## src/rtl/cpu_out_capture.sv

```systemverilog
// Capture unit for the CPU output port: samples `out` on `outFlag` into a circular buffer drained by valid/ready.
// Define CPU_OUT_CAPTURE_TS_EN to store a per-sample timestamp in the upper bits of each entry.
module cpu_out_capture #(
    parameter int DATA_W = 25,
    parameter int DEPTH  = 16,
    parameter int CNT_W  = 16,
    parameter int TS_W   = 16
) (
    input  logic                        clock,
    input  logic                        reset,
    input  logic                        arm,
    input  logic [CNT_W-1:0]            stop_count,
    input  logic                        outFlag,
    input  logic [DATA_W-1:0]           out,
    output logic                        rd_valid,
    input  logic                        rd_ready,
`ifdef CPU_OUT_CAPTURE_TS_EN
    output logic [DATA_W+TS_W-1:0]      rd_data,
`else
    output logic [DATA_W-1:0]           rd_data,
`endif
    output logic [CNT_W-1:0]            captured,
    output logic [$clog2(DEPTH+1)-1:0]  fill,
    output logic                        capturing,
    output logic                        done,
    output logic                        overflow
);

    localparam int PTR_W  = $clog2(DEPTH);
    localparam int FILL_W = $clog2(DEPTH+1);
    localparam logic [FILL_W-1:0] FULL = FILL_W'(DEPTH);
`ifdef CPU_OUT_CAPTURE_TS_EN
    localparam int ENT_W = DATA_W + TS_W;
`else
    localparam int ENT_W = DATA_W;
`endif

    typedef enum logic [1:0] {IDLE, CAPTURE, DONE} state_t;

    state_t              state, state_nxt;
    logic [ENT_W-1:0]    mem [DEPTH];
    logic [ENT_W-1:0]    wdata;
    logic [PTR_W-1:0]    wptr, rptr;
    logic [CNT_W-1:0]    stop_lat;
    logic                pop, sample, accept, drop, hit_stop;

    // Sample counter holds at all-ones instead of wrapping in unlimited mode.
    function automatic logic [CNT_W-1:0] sat_inc(input logic [CNT_W-1:0] v);
        return (&v) ? v : v + 1'b1;
    endfunction

    assign rd_valid  = (fill != '0);
    assign pop       = rd_valid && rd_ready;
    assign sample    = (state == CAPTURE) && outFlag && !arm;
    assign accept    = sample && ((fill != FULL) || pop);
    assign drop      = sample && (fill == FULL) && !pop;
    assign hit_stop  = accept && (stop_lat != '0) && (captured == stop_lat - 1'b1);
    assign capturing = (state == CAPTURE);
    assign done      = (state == DONE);

`ifdef CPU_OUT_CAPTURE_TS_EN
    logic [TS_W-1:0] ts;

    always_ff @(posedge clock or posedge reset) begin
        if (reset)    ts <= '0;
        else if (arm) ts <= '0;
        else          ts <= ts + 1'b1;
    end

    assign wdata = {ts, out};
`else
    assign wdata = out;
`endif

    always_comb begin
        state_nxt = state;
        if (arm)
            state_nxt = CAPTURE;
        else if ((state == CAPTURE) && hit_stop)
            state_nxt = DONE;
    end

    always_ff @(posedge clock or posedge reset) begin
        if (reset) begin
            state    <= IDLE;
            wptr     <= '0;
            rptr     <= '0;
            fill     <= '0;
            captured <= '0;
            stop_lat <= '0;
            overflow <= 1'b0;
        end else begin
            state <= state_nxt;
            if (arm) begin
                wptr     <= '0;
                rptr     <= '0;
                fill     <= '0;
                captured <= '0;
                stop_lat <= stop_count;
                overflow <= 1'b0;
            end else begin
                if (accept) begin
                    wptr     <= wptr + 1'b1;
                    captured <= sat_inc(captured);
                end
                if (pop)
                    rptr <= rptr + 1'b1;
                if (accept && !pop)
                    fill <= fill + 1'b1;
                else if (pop && !accept)
                    fill <= fill - 1'b1;
                if (drop)
                    overflow <= 1'b1;
            end
        end
    end

    // Storage carries no reset; the empty case forces rd_data to zero instead.
    always_ff @(posedge clock) begin
        if (accept)
            mem[wptr] <= wdata;
    end

    assign rd_data = rd_valid ? mem[rptr] : '0;

endmodule
```

## config.mk

```make
export PLATFORM = sky130hd
export DESIGN_NAME = cpu_out_capture
export DESIGN_NICKNAME = d
export VERILOG_FILES = /design/src/rtl/cpu_out_capture.sv
export SDC_FILE = /design/constraint.sdc
export NUM_CORES = 1
export LEC_CHECK = 0
export CORE_ASPECT_RATIO = 1.4
export CORE_MARGIN = 1.5
export CORE_UTILIZATION = 50
export DETAILED_ROUTE_END_ITERATION = 10
export GPL_ROUTABILITY_DRIVEN = 1
export PLACE_DENSITY = 0.83
export SLEW_MARGIN = 20
export SYNTH_ARGS = -nofsm -noshare
export SYNTH_HDL_FRONTEND = slang
export SYNTH_SLANG_ARGS = --single-unit
export TNS_END_PERCENT = 1
```

## constraint.sdc

```tcl
create_clock -name clock -period 2.5 [get_ports clock]
set_input_delay 0.75 -clock clock [delete_from_list [all_inputs] [get_ports clock]]
set_output_delay 0.75 -clock clock [all_outputs]
set_load 0.005 [all_outputs]
```

==> metrics.cfg, run 1 <==
[final_layout]
layout_commonest_cell=edfxtp_1
final_cells=1615
syn_to_final_growth_pct=23.5
drive_gt1_share_pct=32.5
fin_area_um2=22600
layout.nets=1180
layout_common_cells=edfxtp_1, mux4_2, clkdlybuf4s50_1
diodes=0
postLayoutCoreUtil_pct=62.8

[timing]
rsz0062_at_grt=true
fin_crit_ps=3500
finalWorstSetupSlack_ps=-1000
finalSetupViolCount=27
finalClockSkew_ps=24.1
slew_headroom_pct=60.2
report.final.slew_viol_count=0
tightest_slew_ps=595
fmax_mhz=285
fin_crit_sh_pct=140
hold_viol=0

[synthesis]
synthArstFlopShare_pct=10.7
syn_nets=981
netlist_instances=923
synthMuxAreaShare_pct=16.3
synthSimpleGateAreaFrac_pct=5.31
synth_area_leader_cell=edfxtp_1
synth-seq-cells=448
synth_area_leaders=edfxtp_1, mux4_2, dfrtp_1
synth_compound_area_share_pct=1.84
syn_area_um2=18300
yosys.area.top_type_share_pct=65.8
post_synth_fa_ha_maj_area_fraction_pct=0.863
yosysWarnings=0
synth_edf_count=400
synthDistinctLibCells=50
synth_top_family_by_area=multiplexers
yosys.area_share.xor_xnor_pct=1.92
ys_seq_area_share_pct=72.3
synth-main-ff-cell=edfxtp_1
syn_area_per_cell_um2=19.8

[clock_tree]
clk_path_buf_depth=3
path_clk_slew_ps=70
cts_tree=yes
htree_num_levels=2
cts-root-buf=clkbuf_16
insertion_delay_ps=550
cts_buffers=42
clock_sinks=448
holdBufCountCts=0

[route]
drtPass1Iterations=5
dr.first_iter.drc_count=1051
vias=10100
viasPerCell=6.28
drc=0
totalWireLength_um=45900
ant_nets=0
wl_per_cell_um=28.4

[critical_path]
cp_top_family=multiplexers
crit_slowest_cell=mux4_2
required_ps=1750
endpoint_kind=primary output
crit_type=reg -> out
crit_path_max_incr_delay_ps=510
path_cells=buf_12, buf_6, buf_16, mux4_2, mux4_2, and2_4, buf_6
critPathLaunchType=register
arrival_ps=2750
cp_max_fo=6
cp_num_buf_inv=4

[global_route]
grt_first_pass_wirelength_um=68800
grt_antenna_before_repair=0
gr-total-overflow=0
grt_pass1_vias=10600
grt_max_degree=36
track_usage_pct=25.3

[die]
boundaryPins=96
dieWidth_um=165
die_area_um2=37700
die_h_um=229
core_area_um2=35900
rows=82
start_util_pct=50.9

[placement]
dp_hpwl_um=25100
post_dp_cell_area_um2=20800
port_buffers=95
pre_cts_ws_ps=-711
place_congestion=0.899
dpl.cell_count=1514

[power]
total_power_mw=19.8
cellPowerDensity_nw_per_um2=876
p_leak_nw=7.46
peakVddDrop_uv=652

[hold_path]
min_path_type=in -> async

[job]
drv_cap=0

[status]
violations=setup timing
status=complete, but fails checks

==> stage by stage <==
| stage | hold slack, ps | TNS (ps) |
|---|---|---|
| floorplan | 486 | -19800 |
| global placement | 486 | -132170 |
| detailed placement | 504 | -143680 |
| CTS | 511 | -25740 |
| global route | 532 | -24940 |
| finish | 515 | -23560 |
==> sequential cells by signal, indices dropped and copies added, names as in the netlist <==
signal / flops
wptr: 4
mem: 400
rptr: 4
captured: 16
fill: 5
state: 2
overflow: 1
stop_lat: 16
==> cell usage after synthesis (4+ instances only) <==
| cell type | count |
|---|---|
| mux2_2 | 14 |
| and2_1 | 34 |
| xnor2_1 | 23 |
| buf_2 | 16 |
| mux4_2 | 125 |
| and4_1 | 7 |
| edfxtp_1 | 400 |
| xor2_1 | 17 |
| a21oi_1 | 11 |
| dfrtp_1 | 48 |
| inv_1 | 14 |
| nor4_1 | 9 |
| nand2b_1 | 5 |
| nand3_1 | 10 |
| buf_1 | 7 |
| o21ai_0 | 16 |
| and3_1 | 5 |
| clkbuf_1 | 26 |
| nor2_1 | 32 |
| nand3b_1 | 4 |
| nor3_1 | 12 |
| ha_1 | 11 |
| nand4_1 | 7 |
| or3_1 | 6 |
| nand2_1 | 22 |
| nor2b_1 | 4 |
==> path summary, 6_finish.rpt <==
| check | start | depth (start not counted) | slack, ps | end |
|---|---|---|---|---|
| max | rptr[0]$_DFFE_PP0P_ | 7 | -1000 | rd_data[10] |
| min | reset | 2 | 520 | captured[14]$_DFFE_PP0P_ |
| max reg2reg | fill[3]$_DFFE_PP0P_ | 10 | 70 | fill[4]$_DFFE_PP0P_ |
| min reg2reg | overflow$_DFFE_PP0P_ | 2 | 520 | overflow$_DFFE_PP0P_ |
| max in group asynchronous | reset | 3 | 1440 | rptr[1]$_DFFE_PP0P_ |
| min in group clock | overflow$_DFFE_PP0P_ | 2 | 520 | overflow$_DFFE_PP0P_ |
==> cells by family after synthesis <==
group,after synthesis
xor gates and xnor gates,40
adders and majority gates,12
DFF,448
and+or+nand+nor,168
AOI/OAI and AO/OA,52
muxes,139
buffers and inverters,64
==> metal layers <==
metal	vias to the layer above	share of wire [%]	global-route usage, %
met4	0	3.1	7.88
li1	4155	-	-
met2	580	54	45.0
met1	5308	35	31.4
met5	-	0	0
met3	97	8.0	4.13
==> timing repair <==
action / 4_1_cts / 5_1_grt
pin swaps: 12 / 4
endpoints found under the setup margin: 28 / 78
buffers inserted: 25 / 1
cloned: 5 / 0
resized for setup: 126 / 30
==> final cells by class <==
type | count | area [um2]
multi-input combinational | 411 | 4870
timing repair buffer | 205 | 2500
clock inverter | 31 | 262
clock buffer | 44 | 1080
tap | 462 | 578
inverter | 14 | 52.6
fill | 2315 | 13400
sequential | 448 | 13200
==> power by group <==
part / internal [mW] / total (mW) / switching [mW] / leakage, nW
logic: 2.95 / 4.97 / 2.02 / 2.58
registers: 8.31 / 8.48 / 0.170 / 4.22
clock network: 3.56 / 6.32 / 2.76 / 0.660
Note: power is estimated with default switching activity, not from simulation.
==> run 2: changes to the inputs <==
--- a/config.mk
+++ b/config.mk
@@ -5,11 +5,13 @@
 export SDC_FILE = /design/constraint.sdc
 export NUM_CORES = 1
 export LEC_CHECK = 0
+export ABC_CLOCK_PERIOD_IN_PS = 2500
 export CORE_ASPECT_RATIO = 1.4
-export CORE_MARGIN = 1.5
+export CORE_MARGIN = 4
 export CORE_UTILIZATION = 50
 export DETAILED_ROUTE_END_ITERATION = 10
 export GPL_ROUTABILITY_DRIVEN = 1
+export HOLD_SLACK_MARGIN = 0.08
 export PLACE_DENSITY = 0.83
 export SLEW_MARGIN = 20
 export SYNTH_ARGS = -nofsm -noshare
==> run 2 against run 1 <==
The run still ends with setup timing left. Non-clock buffer count rose by 4. Combinational power rose by 1%. Clock-buffer cell count rose by 14. Register-to-register slack improved by 20 ps. Hold slack got worse by 56 ps. Global-route usage fell by 1.9 points. Via count fell by 1.4%. Maximum frequency fell by 2.6%. Core utilization barely moved. Cell count rose by 0.12%. Sequential cell count did not move. Sequential power barely moved. Critical path type unchanged.
==> metrics.cfg, run 2 (synthesis results as in run 1) <==
[timing]
rsz0062_at_grt=true
fin_crit_ps=3600
fmax_mhz=278
fin_crit_sh_pct=144
slew_headroom_pct=58.6
hold_slack_ps=459
finalSetupViolCount=27
tightest_slew_ps=620
finalWorstSetupSlack_ps=-1100
hold_viol=0
finalClockSkew_ps=36.3
report.final.slew_viol_count=0

[clock_tree]
path_clk_slew_ps=70
cts-root-buf=clkbuf_16
clk_path_buf_depth=3
cts_buffers=41
cts_tree=yes
htree_num_levels=2
clock_sinks=448
insertion_delay_ps=570
holdBufCountCts=0

[final_layout]
reg_top3=mem: 400 flops, captured: 16 flops, stop_lat: 16 flops
largest_reg_flops=400
drive_gt1_share_pct=33.4
fin_area_um2=22500
layout_commonest_cell=edfxtp_1
layout.nets=1183
regArea_um2=13200
layout_common_cells=edfxtp_1, mux4_2, clkdlybuf4s50_1
syn_to_final_growth_pct=23.4
multiInputGateArea_um2=4900
fill_cells=2340
largest_register=mem

[die]
start_util_pct=50.9
boundaryPins=96
die_area_um2=39700
rows=82
die_h_um=234
dieWidth_um=170
core_area_um2=35900

[placement]
post_dp_cell_area_um2=20800
place_congestion=0.880
port_buffers=95
dp_hpwl_um=25000

[route]
totalWireLength_um=45600
viasPerCell=6.19
drtPass1Iterations=5
drc=0
vias=10000
wl_per_cell_um=28.2
ant_nets=0
dr.first_iter.drc_count=1068

[critical_path]
crit_type=reg -> out
arrival_ps=2850
required_ps=1750
timing.rr.start=fill[1]$_DFFE_PP0P_
cp_num_buf_inv=5
cp_max_fo=6
worst-r2r-setup-slack_ps=90
cp_top_family=multiplexers
ff2ff_path_depth=10
r2r-end=fill[4]$_DFFE_PP0P_
worst_path_most_repeated_cell=buf_12
crit_path_max_incr_delay_ps=540
endpoint_kind=primary output
crit_slowest_cell=dfrtp_4
critPathLaunchType=register
path_cells=buf_12, buf_8, buf_12, buf_12, mux4_2, mux4_2, and2_4, buf_6

[global_route]
grt_first_pass_wirelength_um=68600
gr-total-overflow=0
grt_antenna_before_repair=1
grt_pass1_vias=10500
track_usage_pct=23.4
grt_max_degree=37

[status]
status=complete, but fails checks
violations=setup timing

[power]
peakVddDrop_uv=683
p_leak_nw=7.45
cellPowerDensity_nw_per_um2=866

[job]
drv_cap=0

[hold_path]
min_path_type=in -> async

-- run 2: cell types whose count changed in the layout (fill, tap and decap cells not counted), moves of 3 or more --
cell / change
and2_4: +7
buf_12: -6
buf_4: +10
clkinv_2: -4
clkinv_1: -10
buf_6: -4
bufinv_16: -3
clkbuf_1: +13
buf_16: +3
and2_1: -9
-- run 2: worst max path at each step --
stage	startpoint	to	depth (start not counted)
floorplan	outFlag	mem[1][0]$_DFFE_PP_	5
global placement	rptr[0]$_DFFE_PP0P_	rd_data[10]	6
detailed placement	rptr[0]$_DFFE_PP0P_	rd_data[17]	6
CTS	rptr[0]$_DFFE_PP0P_	rd_data[8]	8
global route	rptr[0]$_DFFE_PP0P_	rd_data[8]	8
finish	rptr[0]$_DFFE_PP0P_	rd_data[6]	8
-- run 2: routing by layer --
layer	track usage, %	up-vias	share of wire [%]
li1	-	4156	-
met1	29.1	5181	35
met2	42.1	577	55
met3	3.51	88	7.7
met4	8.03	0	2.9
met5	0	-	0
-- run 2: stage by stage --
step / cells / setup TNS (ps) / setup WS [ps] / power (mW) / util (%)
6_report: 1617 / -24440 / -1100 / 19.5 / 62.8
5_1_grt: 1617 / -25840 / -1150 / 20.2 / 62.8
4_1_cts: 1616 / -25000 / -1090 / 19.4 / 62.7
3_5_place_dp: 1514 / -159540 / -709 / 12.8 / 57.8
3_3_place_gp: 1514 / -140570 / -657 / 12.7 / 57.8
2_1_floorplan: 923 / -19800 / -119 / 11.0 / -
-- run 2: cell type report --
type	instances	share of cell area [%]
Multi-Input combinational cell	411	21.8
Tap cell	462	2.56
Inverter	14	0.233
Sequential cell	448	58.6
Clock buffer	58	5.02
Antenna cell	1	0.0111
Timing Repair Buffer	209	11.2
Clock inverter	14	0.588
-- run 2: report_power, final --
| part | switching (mW) | leakage [nW] | internal, mW | total [mW] |
|---|---|---|---|---|
| registers | 0.148 | 4.22 | 8.31 | 8.46 |
| logic | 2.02 | 2.62 | 3.02 | 5.04 |
| clock network | 2.74 | 0.610 | 3.30 | 6.03 |
| total | 4.90 | 7.45 | 14.6 | 19.5 |
-- run 2: timing repair --
item / CTS / global route
endpoints found under the setup margin: 41 / 137
setup buffers: 25 / 0
gates cloned: 6 / 0
resized for setup: 127 / 32
pin swaps: 14 / 0
